### src/rtl/iram_ctrl_pkg.sv
// Shared constants and state encoding for the instruction-RAM refill controller.
// The line geometry helper keeps the offset derivation in one place.
package iram_ctrl_pkg;

    localparam int line_words = 4;

    typedef enum logic [1:0] {
        IRAM_IDLE,
        IRAM_REQ,
        IRAM_WAIT,
        IRAM_HOLD
    } iram_state_t;

    // Byte-offset width of one cache line: word index bits plus two byte bits.
    function automatic int line_off(input int words);
        return $clog2(words) + 2;
    endfunction

endpackage

### src/rtl/iram_ctrl.sv
// I-cache refill responder: on a miss it reads one aligned line from instruction
// memory word by word and hands each word to the fetch unit with a one-cycle pulse.
module iram_ctrl
    import iram_ctrl_pkg::*;
#(
    parameter int PC_W       = 32,
    parameter int WORD_W     = 32,
    parameter int LINE_WORDS = line_words
) (
    input  logic              clk,
    input  logic              nrst,
    input  logic              i_miss,
    input  logic [PC_W-1:0]   ram_address,
    output logic [WORD_W-1:0] mem_word,
    output logic              word_ready,
    output logic              refill_busy,
    output logic [PC_W-1:0]   mem_addr,
    output logic              mem_re,
    input  logic [WORD_W-1:0] mem_rdata,
    input  logic              mem_rvalid
);

    localparam int                CNT_W = $clog2(LINE_WORDS);
    localparam int                OFF   = line_off(LINE_WORDS);
    localparam logic [CNT_W-1:0]  LAST  = CNT_W'(LINE_WORDS - 1);
    localparam logic [PC_W-1:0]   OFF_MASK = PC_W'((1 << OFF) - 1);

    iram_state_t       r_state;
    logic [CNT_W-1:0]  r_cnt;
    logic [PC_W-1:0]   r_base;
    logic              r_abort;
    logic [WORD_W-1:0] r_mem_word;
    logic              r_word_ready;
    logic              r_busy;
    logic [PC_W-1:0]   r_mem_addr;
    logic              r_mem_re;

    logic [PC_W-1:0]   w_line_base;
    logic [PC_W-1:0]   w_word_addr;
    logic              w_abort;

    assign w_line_base = ram_address & ~OFF_MASK;
    assign w_word_addr = r_base + PC_W'({r_cnt, 2'b00});
    // A miss dropped in the same cycle the data returns still counts as an abort.
    assign w_abort     = r_abort | ~i_miss;

    always_ff @(posedge clk) begin
        if (!nrst) begin
            r_state      <= IRAM_IDLE;
            r_cnt        <= '0;
            r_base       <= '0;
            r_abort      <= 1'b0;
            r_mem_word   <= '0;
            r_word_ready <= 1'b0;
            r_busy       <= 1'b0;
            r_mem_addr   <= '0;
            r_mem_re     <= 1'b0;
        end else begin
            r_word_ready <= 1'b0;
            r_mem_re     <= 1'b0;
            case (r_state)
                IRAM_IDLE: begin
                    if (i_miss) begin
                        r_base  <= w_line_base;
                        r_cnt   <= '0;
                        r_abort <= 1'b0;
                        r_busy  <= 1'b1;
                        r_state <= IRAM_REQ;
                    end
                end
                IRAM_REQ: begin
                    // No read is outstanding here, so an abort can leave at once.
                    if (!i_miss) begin
                        r_busy  <= 1'b0;
                        r_state <= IRAM_IDLE;
                    end else begin
                        r_mem_re   <= 1'b1;
                        r_mem_addr <= w_word_addr;
                        r_state    <= IRAM_WAIT;
                    end
                end
                IRAM_WAIT: begin
                    if (!i_miss) begin
                        r_abort <= 1'b1;
                    end
                    if (mem_rvalid) begin
                        if (w_abort) begin
                            r_busy  <= 1'b0;
                            r_state <= IRAM_IDLE;
                        end else begin
                            r_mem_word   <= mem_rdata;
                            r_word_ready <= 1'b1;
                            if (r_cnt == LAST) begin
                                r_busy  <= 1'b0;
                                r_state <= IRAM_HOLD;
                            end else begin
                                r_cnt   <= r_cnt + 1'b1;
                                r_state <= IRAM_REQ;
                            end
                        end
                    end
                end
                IRAM_HOLD: begin
                    // Stay until the core drops the miss so the same line is not refetched.
                    if (!i_miss) begin
                        r_state <= IRAM_IDLE;
                    end
                end
                default: r_state <= IRAM_IDLE;
            endcase
        end
    end

    assign mem_word    = r_mem_word;
    assign word_ready  = r_word_ready;
    assign refill_busy = r_busy;
    assign mem_addr    = r_mem_addr;
    assign mem_re      = r_mem_re;

endmodule

### config.mk
export PLATFORM = sky130hd
export DESIGN_NAME = iram_ctrl
export DESIGN_NICKNAME = d
export VERILOG_FILES = /design/src/rtl/iram_ctrl_pkg.sv /design/src/rtl/iram_ctrl.sv
export SDC_FILE = /design/constraint.sdc
export NUM_CORES = 1
export LEC_CHECK = 0
export ABC_AREA = 1
export ABC_CLOCK_PERIOD_IN_PS = 2450
export CELL_PAD_IN_SITES_DETAIL_PLACEMENT = 2
export CELL_PAD_IN_SITES_GLOBAL_PLACEMENT = 2
export CORE_ASPECT_RATIO = 1.4
export CORE_UTILIZATION = 26
export DETAILED_ROUTE_END_ITERATION = 16
export PLACE_DENSITY_LB_ADDON = 0.1
export SLEW_MARGIN = 20
export SYNTH_ARGS = -nofsm -noshare
export SYNTH_HDL_FRONTEND = slang
export SYNTH_SLANG_ARGS = --single-unit
### constraint.sdc
create_clock -name clk -period 2.45 [get_ports clk]
set_input_delay 0.6125 -clock clk [delete_from_list [all_inputs] [get_ports clk]]
set_output_delay 0.6125 -clock clk [all_outputs]
set_load 0.05 [all_outputs]
==> out/metrics.yaml <==
ratio_of_cells_with_drive_above_1_in_the_final_layout_pct: 4.76
die_area_mm2: 0.0145
yosys.area.top_type: "dfxtp_1"
num_antenna_cells: 0
syn_area_mm2: 0.00366
synth_warnings: 0
route.detailed.wl_per_inst_um: 14.5
netSwitchingFraction_pct: 27.1
leak_pwr_uw: 0.00206
post_route_setup_tns_ns: 0
final-setup-viol-count: 0
yosys-top-cells-area: "dfxtp_1, nor2_1, o21ai_0"
dpl_cell_area_mm2: 0.00511
finalNetCount: 659
worst_case_clock_skew_ns: 0.00843
synth.distinct_cells: 20
slowest_delay_ns: 0.84
initial_core_utilization_pct: 26.9
vias_per_cell: 4.50
post-layout-total-power_uw: 4090
worst-slew-pin-transition_ns: 0.541
layout.area.seq_mm2: 0.00196
max_clock_freq_mhz: 466
ctsHoldBuffers: 0
rsz0062_at_grt: "false"
grt_first_pass_wirelength_um: 17900
wl_um: 11100
p_clk_share_pct: 39.8
path_class: "flip-flop to output pin"
numPortBuffers: 128
tightest_slew_margin_relative_to_the_limit_pct: 63.8
cts.repair_timing.setup_buffer_count: 0
groute.usage.overall_pct: 15.9
maximum_number_of_pins_on_one_net_before_global_route_repair: 66
mostFrequentLayoutCells: "clkdlybuf4s50_1, nor2_1, dfxtp_1"
period_minus_slack_ns: 2.14
areaGrowthSynthToFinish_pct: 49.2
layout.cells.non_filler: 770
first_global_vias: 3762
tritoncts: "yes"
floorplan_row_count: 50
ys_ff_latch: 98
ctsLongestPathBuffers: 2
p_sw_uw: 1110
synthesis.area_per_instance_um2: 7.86
mostFrequentLayoutCell: "clkdlybuf4s50_1"
netlist_instances: 465
die_height_um: 142
worst_path_dominant_cell_family: "buffers and inverters"
dr.pass1.iters: 4
portion_of_the_post_synthesis_area_used_by_sequential_elements_pct: 53.7
powerDensity_mw_per_mm2: 750
cts.root.buffer_cell: "clkbuf_16"
ant_nets: 0
worst_ep_required_time_ns: 1.84
drcViolationCount: 0
top_level_ports: 135
crit_path_max_fanout: 2
synthFlopType: "dfxtp_1"
timing.max_cap.violations: 0
synth_enable_flop_cells: 0
final_area_mm2: 0.00545
layout.filler_cells: 1568
seq_power_share_pct: 42.8
outcome: "finished clean"
final_max_slew_viol_count: 0
cts_max_level: 3
power.share.combinational_pct: 17.4
cell_internal_pwr_uw: 2980
timing_hold_violations_final: 0
holdCritPathClass: "flip-flop to flip-flop"
detailroute.via_count: 3467
drtIter0Drc: 81
final.period_utilization_pct: 87.5
critical_path_arrival_ns: 1.53
vdd_ir_drop_max_v: 0.000316
detailed_place_hpwl_um: 7800
clock_latency_ns: 0.34
cts.sinks: 98
numPlacedInstances: 754
core_area_mm2: 0.0136
crit_buf_inv: 1
worstSetupStartpointType: "flip-flop"
grt_remaining_overflow: 0
multi_input_area_mm2: 0.00135
antenna_found_initial: 0
numCtsBuffers: 9
routabilityCongestion: 0.710
cp_cell_sequence: "clkdlybuf4s50_1"
yosys.area.top_type_share_pct: 53.7
cts-resized-gates: 0
async_flop_share_pct: 0
worstSetupEndpointType: "output pin"
die_width_um: 102
worst_path_clk_slew_ns: 0.07
cp_slowest_cell: "clkdlybuf4s50_1"
==> cell usage after synthesis (2+ instances only) <==
cell type,number
nand2_1,23
dfxtp_1,98
buf_6,7
o21ai_0,71
a21oi_1,38
buf_1,2
inv_2,2
nor2_1,122
inv_1,43
buf_2,6
nand3_1,5
clkbuf_1,13
o21ai_1,20
buf_4,2
ha_1,8
==> worst paths after layout <==
kind | from | slack (ns) | cells after the start | endpoint
max | mem_addr[24] | 0.31 | 1 | mem_addr[24]
min reg2reg | mem_word[27] | 0.44 | 2 | mem_word[27]
max reg2reg | r_state[0] | 0.81 | 6 | mem_word[19]
min | mem_word[27] | 0.44 | 2 | mem_word[27]
==> registers in the layout, indices dropped and copies added, names as in the netlist <==
signal,count
mem_addr,30
mem_re,1
mem_word,32
r_abort,1
r_base,28
r_cnt,2
r_state,2
refill_busy,1
word_ready,1
==> kinds of logic (layout without fill, tap and decap cells) <==
group	count (synthesis)	in the layout	share of synthesized area, %
AND/OR/NAND/NOR	152	152	15.9
AO/OA/AOI/OAI	131	131	18.0
flip-flops	98	98	53.7
buffers and inverters	75	197	9.55
adder cells (fa/ha/maj)	8	8	2.74
other	1	2	0.103
==> layer usage <==
metal	track usage (%)	part of all wire (%)	wire [µm]
met2	29.3	53	5900
met3	5.01	5.8	648
met1	17.0	40	4480
met5	0	0	0
met4	4.51	1.0	117
==> final cells by class <==
class	instances	area share (%)
Multi-Input combinational cell	293	24.8
Inverter	45	3.10
Timing Repair Buffer	136	25.6
Clock buffer	10	4.20
Tap cell	182	4.18
Clock inverter	6	2.09
Sequential cell	98	36.0
==> power by group through the flow <==
stage	clock network (µW)	logic, µW	registers [µW]
2_1_floorplan	0	249	1950
3_3_place_gp	0	701	1780
3_5_place_dp	0	725	1790
4_1_cts	1690	729	1750
5_1_grt	1750	785	1760
6_report	1630	711	1750
==> per-stage QoR <==
stage               worst slack [ns]  utilization (%)  hold WS [ns]
finish                         0.306             40.2         0.442
global route                   0.264             40.2         0.470
CTS                            0.296             40.2         0.449
detailed placement             0.286             37.6         0.440
global placement               0.378             37.6         0.429
floorplan                       1.09                -         0.440
(Power assumes the default switching activity.)
